--- config.mk ---
export PLATFORM = sky130hd
export DESIGN_NAME = uart8_transmitter
export DESIGN_NICKNAME = d
export VERILOG_FILES = /design/src/rtl/uart8_transmitter.sv
export SDC_FILE = /design/constraint.sdc
export NUM_CORES = 1
export LEC_CHECK = 0
export CORE_AREA = 8 8 103 105
export CTS_CLUSTER_DIAMETER = 50
export DETAILED_ROUTE_END_ITERATION = 6
export DIE_AREA = 0 0 111 113
export HOLD_SLACK_MARGIN = 0.06
export PLACE_DENSITY = 0.38
export SYNTH_ARGS = -nofsm -noshare
export SYNTH_HDL_FRONTEND = slang
export SYNTH_SLANG_ARGS = --single-unit
--- constraint.sdc ---
create_clock -name clk -period 2.55 [get_ports clk]
set_clock_uncertainty 0.05 [all_clocks]
set_input_delay 0.3825 -clock clk [delete_from_list [all_inputs] [get_ports clk]]
set_output_delay 0.3825 -clock clk [all_outputs]
set_load 0.005 [all_outputs]
--- src/rtl/uart8_transmitter.sv ---
// 8N1 UART transmitter with a one-byte holding register for gap-free back-to-back frames.
// Line format: start bit, 8 data bits LSB first, STOP_BITS stop bits; every output is registered.
module uart8_transmitter #(
  parameter int CLOCK_RATE = 12000000,
  parameter int BAUD_RATE  = 9600,
  parameter int STOP_BITS  = 1
) (
  input  logic       clk,
  input  logic       rstN,
  input  logic       txEn,
  input  logic       txStart,
  input  logic [7:0] txIn,
  output logic       txReady,
  output logic       txBusy,
  output logic       txDone,
  output logic       txOut
);
  localparam int CLKS_PER_BIT = CLOCK_RATE / BAUD_RATE;
  localparam int CW = (CLKS_PER_BIT > 1) ? $clog2(CLKS_PER_BIT) : 1;
  localparam logic [CW-1:0] BAUD_LAST = CW'(CLKS_PER_BIT - 1);
  localparam logic [2:0]    STOP_LAST = 3'(STOP_BITS - 1);

  generate
    if (CLKS_PER_BIT < 2) begin : gBadBaud
      $error("uart8_transmitter: CLOCK_RATE/BAUD_RATE must be at least 2");
    end
    if (STOP_BITS != 1 && STOP_BITS != 2) begin : gBadStop
      $error("uart8_transmitter: STOP_BITS must be 1 or 2");
    end
  endgenerate

  typedef enum logic [1:0] {IDLE, START, DATA, STOP} stateT;

  stateT         state, stateNxt;
  logic [CW-1:0] baudCnt, baudNxt;
  logic [2:0]    bitIdx, bitNxt;
  logic [7:0]    shiftReg, shiftNxt, holdReg, holdNxt;
  logic          holdFull, holdFullNxt;
  logic          outNxt, busyNxt, doneNxt, readyNxt;
  logic          baudEnd, accept, frameEnd;

  assign baudEnd = (baudCnt == BAUD_LAST);
  assign accept  = txEn && txStart && txReady;

  always_ff @(posedge clk or negedge rstN) begin
    if (!rstN) begin
      state    <= IDLE;
      baudCnt  <= '0;
      bitIdx   <= '0;
      shiftReg <= '0;
      holdReg  <= '0;
      holdFull <= 1'b0;
      txOut    <= 1'b1;
      txBusy   <= 1'b0;
      txDone   <= 1'b0;
      txReady  <= 1'b1;
    end else begin
      state    <= stateNxt;
      baudCnt  <= baudNxt;
      bitIdx   <= bitNxt;
      shiftReg <= shiftNxt;
      holdReg  <= holdNxt;
      holdFull <= holdFullNxt;
      txOut    <= outNxt;
      txBusy   <= busyNxt;
      txDone   <= doneNxt;
      txReady  <= readyNxt;
    end
  end

  always_comb begin
    stateNxt    = state;
    baudNxt     = baudCnt;
    bitNxt      = bitIdx;
    shiftNxt    = shiftReg;
    holdNxt     = holdReg;
    holdFullNxt = holdFull;
    frameEnd    = 1'b0;
    if (state != IDLE) baudNxt = baudEnd ? '0 : baudCnt + 1'b1;
    case (state)
      START: if (baudEnd) begin
        stateNxt = DATA;
        bitNxt   = '0;
      end
      DATA: if (baudEnd) begin
        shiftNxt = {1'b0, shiftReg[7:1]};
        bitNxt   = bitIdx + 1'b1;
        if (bitIdx == 3'd7) stateNxt = STOP;
      end
      STOP: if (baudEnd) begin
        if (bitIdx == STOP_LAST) begin
          frameEnd = 1'b1;
          stateNxt = IDLE;
        end else begin
          bitNxt = bitIdx + 1'b1;
        end
      end
      default: ;
    endcase
    // A frame launches from IDLE or straight off the last stop bit; a held byte has priority.
    if (state == IDLE || frameEnd) begin
      if (holdFull && txEn) begin
        stateNxt    = START;
        baudNxt     = '0;
        bitNxt      = '0;
        shiftNxt    = holdReg;
        holdFullNxt = 1'b0;
      end else if (accept) begin
        stateNxt = START;
        baudNxt  = '0;
        bitNxt   = '0;
        shiftNxt = txIn;
      end
    end else if (accept) begin
      holdNxt     = txIn;
      holdFullNxt = 1'b1;
    end
  end

  always_comb begin
    busyNxt  = (stateNxt != IDLE);
    readyNxt = !holdFullNxt;
    doneNxt  = (stateNxt == STOP) && (baudNxt == BAUD_LAST) && (bitNxt == STOP_LAST);
    case (stateNxt)
      START:   outNxt = 1'b0;
      DATA:    outNxt = shiftNxt[0];
      default: outNxt = 1'b1;
    endcase
  end
endmodule

# ---- Word level (Yosys, flattened, before mapping)
# Index checks and enable logic that the tools add are counted.
# Widths: inputs -> output; s select.
dict set report classes {
  addsub 2
  n_eq_ne 9
  mux 34
  bitwise_logic 1
  n_reduce_logical 13
}
# cell count
set ops {}
lappend ops {{$mux 11} 5}
lappend ops {{$mux 8} 5}
lappend ops {{$eq 11x11->1 const B} 2}
lappend ops {{$mux 3} 7}
lappend ops {{$mux 2} 8}
lappend ops {{$add 11x1->11 const B} 1}
lappend ops {{$pmux 3 s3} 1}
lappend ops {{$eq 2x2->1 const B} 4}
lappend ops {{$logic_not 3->1} 2}
lappend ops {{$mux 1} 6}
lappend ops {{$pmux 2 s3} 1}
lappend ops {{$logic_and 1x1->1} 5}
lappend ops {{$eq 2x1->1 const B} 2}
lappend ops {{$reduce_bool 2->1} 2}
lappend ops {{$add 3x1->3 const B} 1}
lappend ops {{$eq 3x3->1 const B} 1}
lappend ops {{$logic_not 2->1} 1}
lappend ops {{$pmux 1 s2} 1}
lappend ops {{$reduce_and 2->1} 1}
lappend ops {{$logic_not 1->1} 1}
lappend ops {{$logic_or 1x1->1} 1}
lappend ops {{$not 1->1} 1}
dict set report totals {
  register_bits 37
  input_bits 12
  out_inout_bits 4
  elab_cells 69
}

# ---- Logic depth before layout (Yosys ltp)
dict set report logic_depth {
  word_depth 10
  ltp_mapped 10
  depth_no_buf 10
}

# ---- Least setup slack after synthesis
# OpenSTA, ideal clock, no wires.
dict set report synth_timing {
  path_type {register to register}
  from {reg baudCnt[2]}
  to {reg txDone}
  arrival_time_ns 2.010
  t_required_ns 2.399
  slack_ns 0.389
  path_stages_with_launch 10
  path_buffers 1
  synth_period_minus_slack_ns 2.161
  cell_sequence {dfrtp_1 > buf_6 > or3_4 > nor3_4 > inv_2 > ha_1 > a211oi_1 > a221o_1 > o22ai_1 > nor4_1}
}
dict set report synth_between {
  elab_chain_cells 9
  elab_cells_between_ends 29
  classes_between {add/sub: 1; eq/ne: 3; mux: 21; reduce/logical: 4}
}
# item line_no
set synth_rtl {}
lappend synth_rtl {{start, declared} 35} ;# logic [CW-1:0] baudCnt, baudNxt;
lappend synth_rtl {{start signal, assigned} 59} ;# baudCnt <= baudNxt;
lappend synth_rtl {{$add 11x1->11 / $eq 11x11->1 (equally long branches)} {79, 42}}
lappend synth_rtl {{$mux 11, or another cell as far along} 79} ;# if (state != IDLE) baudNxt = baudEnd ? '0 : baudCnt + 1'b1;
lappend synth_rtl {{$mux 11 / $pmux 2 s3 (equally long branches)} {79, 80}}
lappend synth_rtl {{$mux 11 / $mux 2 (equally long branches)} 108} ;# end else if (accept) begin
lappend synth_rtl {{$mux 11 / $mux 2 (equally long branches)} 102} ;# if (holdFull && txEn) begin
lappend synth_rtl {{$mux 11 / $mux 2 (equally long branches)} 101} ;# if (state == IDLE || frameEnd) begin
lappend synth_rtl {{$eq 11x11->1 / $eq 2x2->1 (equally long branches)} 123} ;# doneNxt = (stateNxt == STOP) && (baudNxt == BAUD_LAST) && (bitNxt == STOP_LAST);
lappend synth_rtl {{$logic_and 1x1->1} 123}
lappend synth_rtl {{$logic_and 1x1->1 *} 123}
lappend synth_rtl {{named net doneNxt} 39} ;# logic outNxt, busyNxt, doneNxt, readyNxt;
lappend synth_rtl {{end signal, assigned} 66} ;# txDone <= doneNxt;
lappend synth_rtl {{end, declared} 15} ;# output logic txDone,
# Mark *: on every way through the listed nets, which the timed path passes. The rest lies on a longest branch.
# A chain may end at the register's enable or synchronous reset.

# ---- Worst setup path after layout
# Same ends and word-level chain as after synthesis.

==> flow_metrics.tcl <==
set metrics [dict create \
    netlist_area_mm2 0.002175 \
    synth_cell_types 55 \
    die_y_um 113 \
    path_clk_slew_ns 0.08 \
    firstDrtPassIters 4 \
    drc 0 \
    via_per_inst 4.892 \
    area_growth_syn_to_layout_pct 21.17 \
    cts_hold_buf 0 \
    postCtsResizedCells 0 \
    ys_async_sr_fraction 1.000 \
    dp_cells 345 \
    endpoint_kind "flop" \
    drive_gt1_frac 0.1736 \
    post-cts-setup-buffers 0 \
    drtIter0Drc 38 \
    htreeDepth 2 \
    path_buf_inv 1 \
    synth_top_cell_area_share 0.4028 \
    io_pins 16 \
    antenna_found_initial 0 \
    ys.flop_type "dfrtp_1" \
    swShare 0.3636 \
    routed_wirelength_um 5283 \
    ys_warn_count 0 \
    comb_power_share 0.387 \
    r2r-start "baudCnt[2]" \
    outcome "completed" \
    hold_path.class "in2async" \
    cts.path.max_buffers 2 \
    drv_cap 0 \
    tritoncts "yes" \
    tns_ns 0 \
    rsz0062_at_grt "no" \
    seq_area_frac_synth 0.4269 \
    post-route-period-util 0.9354 \
    port_buffers 15 \
    synth_top_cell_by_area "dfrtp_1" \
    finalMaxSlewViolations 0 \
    switching_power_uw 927.2 \
    worst_pin_slew_ns 0.8724 \
    diodes 0 \
    syn-num-nets 232 \
    postSynthAreaPerCell_um2 10.16 \
    finalNetCount 259 \
    cp_data_required_time_ns 2.69 \
    cts_sinks 37 \
    cts_inserted_buffers 5 \
    seq_power_share 0.398 \
    die_w_um 111 \
    core_area_mm2 0.008977 \
    critical_path_arrival_ns 2.52 \
    finalSetupViolCount 0 \
    timing_hold_violations_final 0 \
    min_period_ns 2.385 \
    start_kind "flop" \
    dpl_cell_area_mm2 0.002515 \
    grt-ovfl-total 0 \
    grt_max_degree 38 \
    p_clk_frac 0.215 \
    crit_type "reg2reg" \
    die_area_mm2 0.01254 \
    ant_nets 0 \
    gp_congestion 0.8559 \
    ys_ff_latch 37 \
    worst_ir_drop_vdd_mv 0.3370 \
    cellPowerDensity_mw_per_mm2 967.8 \
    initial_core_util 0.2422 \
    crit_fanout 7 \
    row_count 35 \
    dr_total_vias 1727 \
    clock_latency_ns 0.29 \
    timing.fmax_mhz 419.2 \
    dp_hpwl_um 3890 \
    synthTopCellsByArea "dfrtp_1 40%, mux2i_1 10%, mux2_2 5.2%" \
    cp_top_family "simple AND/OR/NAND/NOR gates" \
    reg2reg_depth 8 \
    track_usage 0.08717 \
    cp_slowest_cell "dfrtp_1" \
    maxSlewHeadroom 0.4184 \
    reg2reg_to "txDone" \
    root_buffer "clkbuf_8" \
    rrSetupSlack_ns 0.16 \
    synth_edf_count 0 \
    grt_pass1_vias 1733 \
    synth_cells 214 \
    critical_path.max_stage_delay_ns 0.47 \
    postLayoutCoreUtil 0.2935 \
    crit_path_cell_trace "or3_4, nor3_4, inv_2, ha_1, a211oi_1, a221o_1, o22ai_1, nor4_1" \
    fin_area_mm2 0.002635 \
    fin_cells 353 \
    p_leak_nw 1.137 \
    p_int_mw 1.623 \
    grt_first_pass_wirelength_um 8928 \
    wl_per_cell_um 14.97 \
]
-- layout make-up --
cell class / instances / area (µm²)
well taps: 111 / 138.9
multi-input cells: 162 / 1179
repair buffers: 28 / 242.7
clock inverters: 2 / 37.54
clock buffers: 6 / 82.58
flip-flops and latches: 37 / 928.4
inverters: 7 / 26.28
fillers: 935 / 6342
-- sequential cells by signal (all words and copies together) (netlist names) --
register / count
txOut: 1
txReady: 1
baudCnt: 11
state: 2
txBusy: 1
holdFull: 1
txDone: 1
holdReg: 8
bitIdx: 3
shiftReg: 8
-- synthesized netlist by cell type, drive strengths merged (2+ instances only) --
| library cell | n |
|---|---|
| a21boi | 2 |
| a21oi | 11 |
| a221o | 2 |
| buf | 4 |
| clkbuf | 4 |
| dfrtp | 35 |
| dfstp | 2 |
| ha | 6 |
| inv | 7 |
| mux2 | 10 |
| mux2i | 22 |
| nand2 | 17 |
| nand2b | 4 |
| nand3 | 8 |
| nand4 | 10 |
| nor2 | 14 |
| nor2b | 5 |
| nor3 | 7 |
| nor4 | 3 |
| o211ai | 2 |
| o21a | 3 |
| o21ai | 5 |
| or2 | 2 |
| xor2 | 6 |
-- through the flow --
step | hold WS (ns) | setup slack [ns] | power (mW)
after detailed placement | 0.4095 | 0.1884 | 2.027
after floorplan | 0.03691 | 0.3889 | 1.687
after CTS | 0.1913 | 0.1574 | 2.590
final | 0.1522 | 0.1647 | 2.550
after global routing | 0.2227 | 0.04778 | 2.761
after global placement | 0.4076 | 0.2716 | 2.038
-- placed cells by master, fill, tap and decap left out, drive strengths merged, types with 2 or more instances in the layout --
master         Yosys  layout
a21boi             2       2
a21oi             11      11
a221o              2       2
buf                4      14
clkbuf             4       6
clkdlybuf4s50      0      14
dfrtp             35      35
dfstp              2       2
ha                 6       6
inv                7       7
mux2              10      10
mux2i             22      22
nand2             17      17
nand2b             4       4
nand3              8       8
nand4             10      10
nor2              14      14
nor2b              5       5
nor3               7       7
nor4               3       3
o211ai             2       2
o21a               3       3
o21ai              5       5
or2                2       2
xor2               6       6
-- cell families after synthesis --
kind of cell / share of synthesized area
AO/OA/AOI/OAI: 0.1145
XOR/XNOR: 0.02819
adder cells (fa/ha/maj): 0.03452
buffers and inverters: 0.03106
flip-flops: 0.4269
multiplexers: 0.1530
AND/OR/NAND/NOR: 0.2118
-- how the worst max path moves through the flow --
stage	from	endpoint	slack, ns	depth (start not counted)
floorplan	baudCnt[2]	txDone	0.39	9
global placement	baudCnt[2]	txDone	0.27	8
detailed placement	baudCnt[2]	txDone	0.19	8
CTS	baudCnt[2]	txDone	0.16	8
global route	baudCnt[2]	txDone	0.05	8
finish	baudCnt[2]	txDone	0.16	8
-- per-layer routing --
layer | share of wire | GRT usage | vias up
met2 | 0.45 | 0.1347 | 40
met1 | 0.49 | 0.1123 | 836
met3 | 0.051 | 0.02646 | 7
li1 | - | - | 844
met4 | 0.013 | 0.02973 | 0
met5 | 0 | 0 | -
-- power groups by stage --
stage	clock (mW)	combinational, mW	sequential (mW)
after detailed placement	0	0.999	1.03
after global routing	0.594	1.12	1.05
final	0.549	0.988	1.01
after floorplan	0	0.718	0.969
after CTS	0.571	1.00	1.02
after global placement	0	1.01	1.03
Power figures use the tool's default switching activity.
